$ cat config.mk
export PLATFORM = sky130hd
export DESIGN_NAME = mem_ctrl
export DESIGN_NICKNAME = d
export VERILOG_FILES = /design/src/rtl/mem_ctrl_pkg.sv /design/src/rtl/mem_ctrl.sv
export SDC_FILE = /design/constraint.sdc
export NUM_CORES = 1
export LEC_CHECK = 0
export ABC_AREA = 1
export CORE_ASPECT_RATIO = 1.5
export CORE_MARGIN = 10
export CORE_UTILIZATION = 42
export DETAILED_ROUTE_END_ITERATION = 6
export GPL_TIMING_DRIVEN = 0
export PLACE_DENSITY_LB_ADDON = 0.1
export RECOVER_POWER = 25
export SLEW_MARGIN = 20
export SYNTH_ARGS = -nofsm -noshare
export SYNTH_HDL_FRONTEND = slang
export SYNTH_SLANG_ARGS = --single-unit
$ cat constraint.sdc
create_clock -name clock -period 2.7 [get_ports clock]
set_input_delay 0.54 -clock clock [delete_from_list [all_inputs] [get_ports clock]]
set_output_delay 0.54 -clock clock [all_outputs]
set_load 0.05 [all_outputs]
$ cat src/rtl/mem_ctrl_pkg.sv
// mem_ctrl_pkg: types and constants used by the memory controller.
// It provides the controller FSM state type, the memory operation encodings
// and the default memory depth in 32-bit words.
package mem_ctrl_pkg;

  typedef enum logic [1:0] {
    IDLE  = 2'd0,
    ISSUE = 2'd1,
    WAIT  = 2'd2,
    RESP  = 2'd3
  } state_t;

  localparam logic READ  = 1'b0;
  localparam logic WRITE = 1'b1;

  localparam int unsigned MEM_WORDS_DEFAULT = 1024;

endpackage : mem_ctrl_pkg

$ cat src/rtl/mem_ctrl.sv
// mem_ctrl: single-outstanding request/response front end for a word-addressed
// synchronous memory. The memory returns read data one cycle after its enable.
//
// Ports
//   clock       single clock; all state changes on its rising edge
//   reset_n     synchronous active-low reset
//   req_valid   datapath request present
//   req_ready   controller can accept a request (IDLE only)
//   req_write   request operation: 0 = read, 1 = write
//   req_addr    request word address
//   req_wdata   request write data
//   rsp_valid   response held
//   rsp_ready   consumer takes the response
//   rsp_rdata   read data (0 for writes and errors)
//   rsp_err     request address was out of range
//   mem_enable  memory enable, one cycle per access
//   mem_op      memory operation: 0 = read, 1 = write
//   MAR         memory word address
//   MBR_out     memory write data
//   MBR_in      memory read data
module mem_ctrl
  import mem_ctrl_pkg::*;
#(
  parameter int unsigned MEM_WORDS = MEM_WORDS_DEFAULT
) (
  input  logic        clock,
  input  logic        reset_n,
  input  logic        req_valid,
  output logic        req_ready,
  input  logic        req_write,
  input  logic [31:0] req_addr,
  input  logic [31:0] req_wdata,
  output logic        rsp_valid,
  input  logic        rsp_ready,
  output logic [31:0] rsp_rdata,
  output logic        rsp_err,
  output logic        mem_enable,
  output logic        mem_op,
  output logic [31:0] MAR,
  output logic [31:0] MBR_out,
  input  logic [31:0] MBR_in
);

  state_t state;
  state_t state_nxt;
  logic   accept;
  logic   in_range;

  // Full 32-bit unsigned compare, so addresses far above the memory also fault.
  assign in_range  = (req_addr < MEM_WORDS);
  assign req_ready = (state == IDLE);
  assign accept    = req_valid && req_ready;

  // Enable and response-valid are pure state decodes: exactly one enable cycle
  // per access, and both read 0 as soon as reset forces IDLE.
  assign mem_enable = (state == ISSUE);
  assign rsp_valid  = (state == RESP);

  // NOTE: every combinational output gets a default first, so no path leaves it
  // unassigned and no latch is inferred.
  always_comb begin
    state_nxt = state;
    unique case (state)
      IDLE:    if (accept) state_nxt = in_range ? ISSUE : RESP;
      ISSUE:   state_nxt = (mem_op == WRITE) ? RESP : WAIT;
      WAIT:    state_nxt = RESP;
      RESP:    if (rsp_ready) state_nxt = IDLE;
      default: state_nxt = IDLE;
    endcase
  end

  // NOTE: sequential state uses non-blocking assignments so every register
  // samples pre-edge values, independent of statement order.
  always_ff @(posedge clock) begin
    if (!reset_n) begin
      state     <= IDLE;
      mem_op    <= READ;
      MAR       <= '0;
      MBR_out   <= '0;
      rsp_rdata <= '0;
      rsp_err   <= 1'b0;
    end else begin
      state <= state_nxt;
      if (accept) begin
        // An out-of-range request never reaches the memory, so the memory-side
        // registers keep the last real access.
        if (in_range) begin
          MAR     <= req_addr;
          MBR_out <= req_wdata;
          mem_op  <= req_write;
        end
        rsp_rdata <= '0;
        rsp_err   <= !in_range;
      end
      // Read data is valid during WAIT; capture it on the edge leaving WAIT.
      if (state == WAIT) rsp_rdata <= MBR_in;
    end
  end

endmodule : mem_ctrl
# Word level (Yosys, flattened, before mapping)
# Index checks and enable logic that the tools add are counted.
[totals]
ff_bits = 100
inputBits = 101
[classes]
magnitude_cmp = 1
n_eq_ne = 5
n_mux = 7
reduce_logical = 6
[op_table]
columns = ["cell", "count"]
rows = [
  ["two-way mux 32 bit", 2],
  ["less-than comparator 32 x 11 -> 1 bit, second input constant", 1],
  ["case mux 2 bit (4 select lines)", 1],
  ["two-way mux 2 bit", 3],
  ["equality test 2 bit, second input constant", 2],
  ["!= test 2 x 1 -> 1 bit, second input constant", 2],
  ["AND reduction 2 bit", 2],
  ["equality test 2 x 1 -> 1 bit, second input constant", 1],
  ["logical NOT 2 bit", 1],
  ["nonzero test 2 bit", 1],
  ["logical AND 1 bit", 1],
  ["logical NOT 1 bit", 1],
  ["two-way mux 1 bit", 1],
]

# Logic depth before layout (Yosys ltp)
[depth]
depth_word = 4
mapped_depth = 10
mapped_depth_nobuf = 8

# Worst setup path after synthesis
# No wires, ideal clock.
[synth_path]
path_kind = "register -> register"
from = "register state[0]"
to = "register MAR[21]"
setup_ns = 0.128
arrival_ns = 1.821
required_time_ns = 2.572
setup_slack_ns = 0.751
stages_incl_launch_ff = 11
n_path_buf = 3
synth_period_minus_slack_ns = 1.949
path_cell_list = "dfxtp_1 -> inv_1 -> ha_1 -> nand2_1 -> inv_1 -> nand4_1 -> buf_6 -> buf_6 -> buf_6 -> nand2_1 -> nor2_1"
[synth_between]
elab_chain_len = 3
[synth_lines]
columns = ["item", "line_no", "source"]
rows = [
  ["from (decl)", "mem_ctrl.sv:44", "state_t state;"],
  ["from (signal assigned)", "mem_ctrl.sv:83", "state <= state_nxt;"],
  ["logical NOT 2 bit", "mem_ctrl.sv:51", "assign req_ready = (state == IDLE);"],
  ["net req_ready", "mem_ctrl.sv:29", "output logic req_ready,"],
  ["logical AND 1 bit", "mem_ctrl.sv:52", "assign accept = req_valid && req_ready;"],
  ["AND reduction 2 bit (no line)", "--", ""],
  ["to (signal assigned)", "mem_ctrl.sv:88", "MAR <= req_addr;"],
  ["to (decl)", "mem_ctrl.sv:39", "output logic [31:0] MAR,"],
]
# The timed path passes the listed nets, and every way through them passes these cells.
# A chain may end at the register's enable or synchronous reset.

# Final worst setup path
[layout_path]
from = "register state[1]"
to = "output port req_ready"
[layout_between]
elab_chain_len = 1
[layout_lines]
columns = ["item", "line_no"]
rows = [
  ["logical NOT 2 bit", "mem_ctrl.sv:51"],
  ["to (decl)", "mem_ctrl.sv:29"],
]
# Every way passes these cells.

==> run metrics <==
status=complete, no violations; via count=3939; first-pass GRT wire length=19190 um; Slew @ Worst Pin=0.6757 ns; Crit Reg-Reg Startpoint=state[0]$_SDFFE_PN0P_; Worst Path Max Fanout=4; Cell Area, Placed=0.005963 mm2; Clock Tree Root=clkbuf_16; I/O pin total=202; required time worst endpoint=2.16 ns; Final setup viols=0; gr ovfl total=0; Register Area=0.002002 mm2; simple-gate share of the synthesized area=31.64%; crit path to=req_ready; die area=0.01340 mm2; Finished Core Util=70.10%; end of the worst register-to-register path=MBR_out[24]$_SDFFE_PN0P_; final worst slack=0.2924 ns; Critical Path Start Type=register; synth unique cells=16; port bufs=200; core area=0.008881 mm2; share of cells above drive strength 1=3.196%; DR vias/cell=4.575; Syn Nets=640; Min Clock Period, post-route=2.408 ns; Synth area leader=dfxtp_1; max_cap viols=0; PwrDens=680.3 mW/mm2; XOR/XNOR Fraction of Synth Area=0%; DR WL/cell=14.06 um; insertion delay of the later-clocked pin in the worst-skew pair=0.34 ns; register bit count reported by yosys=100; most frequent cells in the layout=clkdlybuf4s50_1, nand2_1, nor2_1; vias in the first global route=3869; Initial DRC Count=106; GR Util All Layers=17.49%; flop2flop setup slack=0.39 ns; Finished Layout Cells=861; final hold vios=0; Adder-Cell Fraction of Synth Area=1.309%; DRC viols=0; post-synthesis mux area share=0%; post-route cell area=0.006226 mm2; Slew headroom=54.95%; Min-Delay Path Class=register to register; top cell type's share of synthesized area=52.36%; final setup skew=0.006108 ns; area of the multi-input gates=0.001451 mm2; Worst Setup SP=state[1]$_SDFFE_PN0P_; fin nets=851; crit end category=output pin; CTS Hold Bufs=0; clk sink count=100; fin crit share=89.17%; initial antenna violation count=0; FP Rows=42; antenna fix cells=0; worst vdd ir=0.5523 mV; Avg Cell Area, Syn=7.147 um2; pre-CTS setup slack=0.5053 ns; RSZ-0062 raised after global routing=false; starting density of the core=43.05%; Synth Cell Area=0.003824 mm2; top cells by area, synth=dfxtp_1, nand2_1, nor2_1; complex-gate fraction of the synthesized area=5.007%; pin count of the biggest net entering global routing=18; Placer Congestion=0.7850; Reg clk slew, reported paths=0.07 ns; Yosys warning count=0; cells on worst reg2reg path=9; leakage=2.648 nW; filler cell count in the final layout=762; Vert. Die Dim=136.9 um; Layout area overhead=62.83%; CTS-repair resized insts=0; Die W=97.91 um; Max Freq=415.3 MHz; Setup CP Type=register to output pin; pins over their slew limit=0; H-tree depth=3; Setup TNS=0 ns; total wire length=12100 um; Final ANT Viol Nets=0; Crit path arrival time=1.87 ns; number of buffers created by CTS=9; hpwl dp=9721 um; drt pass-1 iters=4; largest family of logic cells by synthesized area=simple AND/OR/NAND/NOR gates; CTS tree=built; Post-CTS Setup Repair Bufs=0; Max Root-Sink Buffers=2; sequential area share after synthesis=52.36%; Synth Instances=535; commonest non-fill, non-tap cell in the layout=clkdlybuf4s50_1; Cells after DPL=845
==> report_power, final <==
part           internal [mW]  switching [mW]  total [mW]
Combinational          0.481           0.893        1.37
Sequential              1.60          0.0771        1.67
Clock                  0.628           0.559        1.19
Total                   2.71            1.53        4.24
==> cell type report <==
class                   instances  area share (%)
plain buffers                  32           2.673
clock buffers                   9           3.617
clock inverters                 7          0.8039
inverters                      51           3.075
multi-input cells             352           23.31
flip-flops and latches        100           32.15
well taps                     110           2.211
repair buffers                200           32.15
==> sequential cells by signal (all words and copies together), names as in the netlist <==
name / cells
MBR_out: 32
mem_op: 1
MAR: 32
rsp_err: 1
state: 2
rsp_rdata: 32
==> worst max-delay path, cell delays in order (launching register included) <==
cell,delay (ns)
dfxtp_1,0.35
inv_1,0.11
ha_1,0.21
clkdlybuf4s50_1,0.86
==> how the worst min path moves through the flow <==
stage | startpoint | end | slack [ns] | cells after the start
6_report | MAR[11]$_SDFFE_PN0P_ | MAR[11]$_SDFFE_PN0P_ | 0.44 | 2
5_1_grt | MAR[25]$_SDFFE_PN0P_ | MAR[25]$_SDFFE_PN0P_ | 0.45 | 2
4_1_cts | MAR[25]$_SDFFE_PN0P_ | MAR[25]$_SDFFE_PN0P_ | 0.44 | 2
3_5_place_dp | MAR[25]$_SDFFE_PN0P_ | MAR[25]$_SDFFE_PN0P_ | 0.43 | 2
3_3_place_gp | MAR[28]$_SDFFE_PN0P_ | MAR[28]$_SDFFE_PN0P_ | 0.42 | 2
2_1_floorplan | state[0]$_SDFFE_PN0P_ | state[0]$_SDFFE_PN0P_ | 0.48 | 2
==> kinds of logic after synthesis <==
kind of cell,count (synthesis)
adders and majority gates,4
AOI/OAI and AO/OA,38
and+or+nand+nor,310
DFF,100
buffers and inverters,83
==> Yosys cell counts (all sizes together) <==
library cell / instances
a21oi: 35
buf: 13
clkbuf: 19
dfxtp: 100
ha: 4
inv: 51
nand2: 152
nand3: 33
nand4: 1
nor2: 123
o21ai: 2
o22ai: 1
or2: 1
==> stage by stage <==
stage | total power [mW] | hold slack (ns)
floorplan | 2.550 | 0.4816
global placement | 3.058 | 0.4229
detailed placement | 3.082 | 0.4268
CTS | 4.272 | 0.4393
global route | 4.452 | 0.4483
finish | 4.236 | 0.4384
==> routing by layer <==
layer / GRT usage (%) / share of wire (%)
met5: 0 / 0
met4: 6.483 / 1.7
met3: 8.582 / 10
met2: 30.77 / 50
met1: 17.39 / 38
No activity file was read; power rests on OpenSTA's default activity.
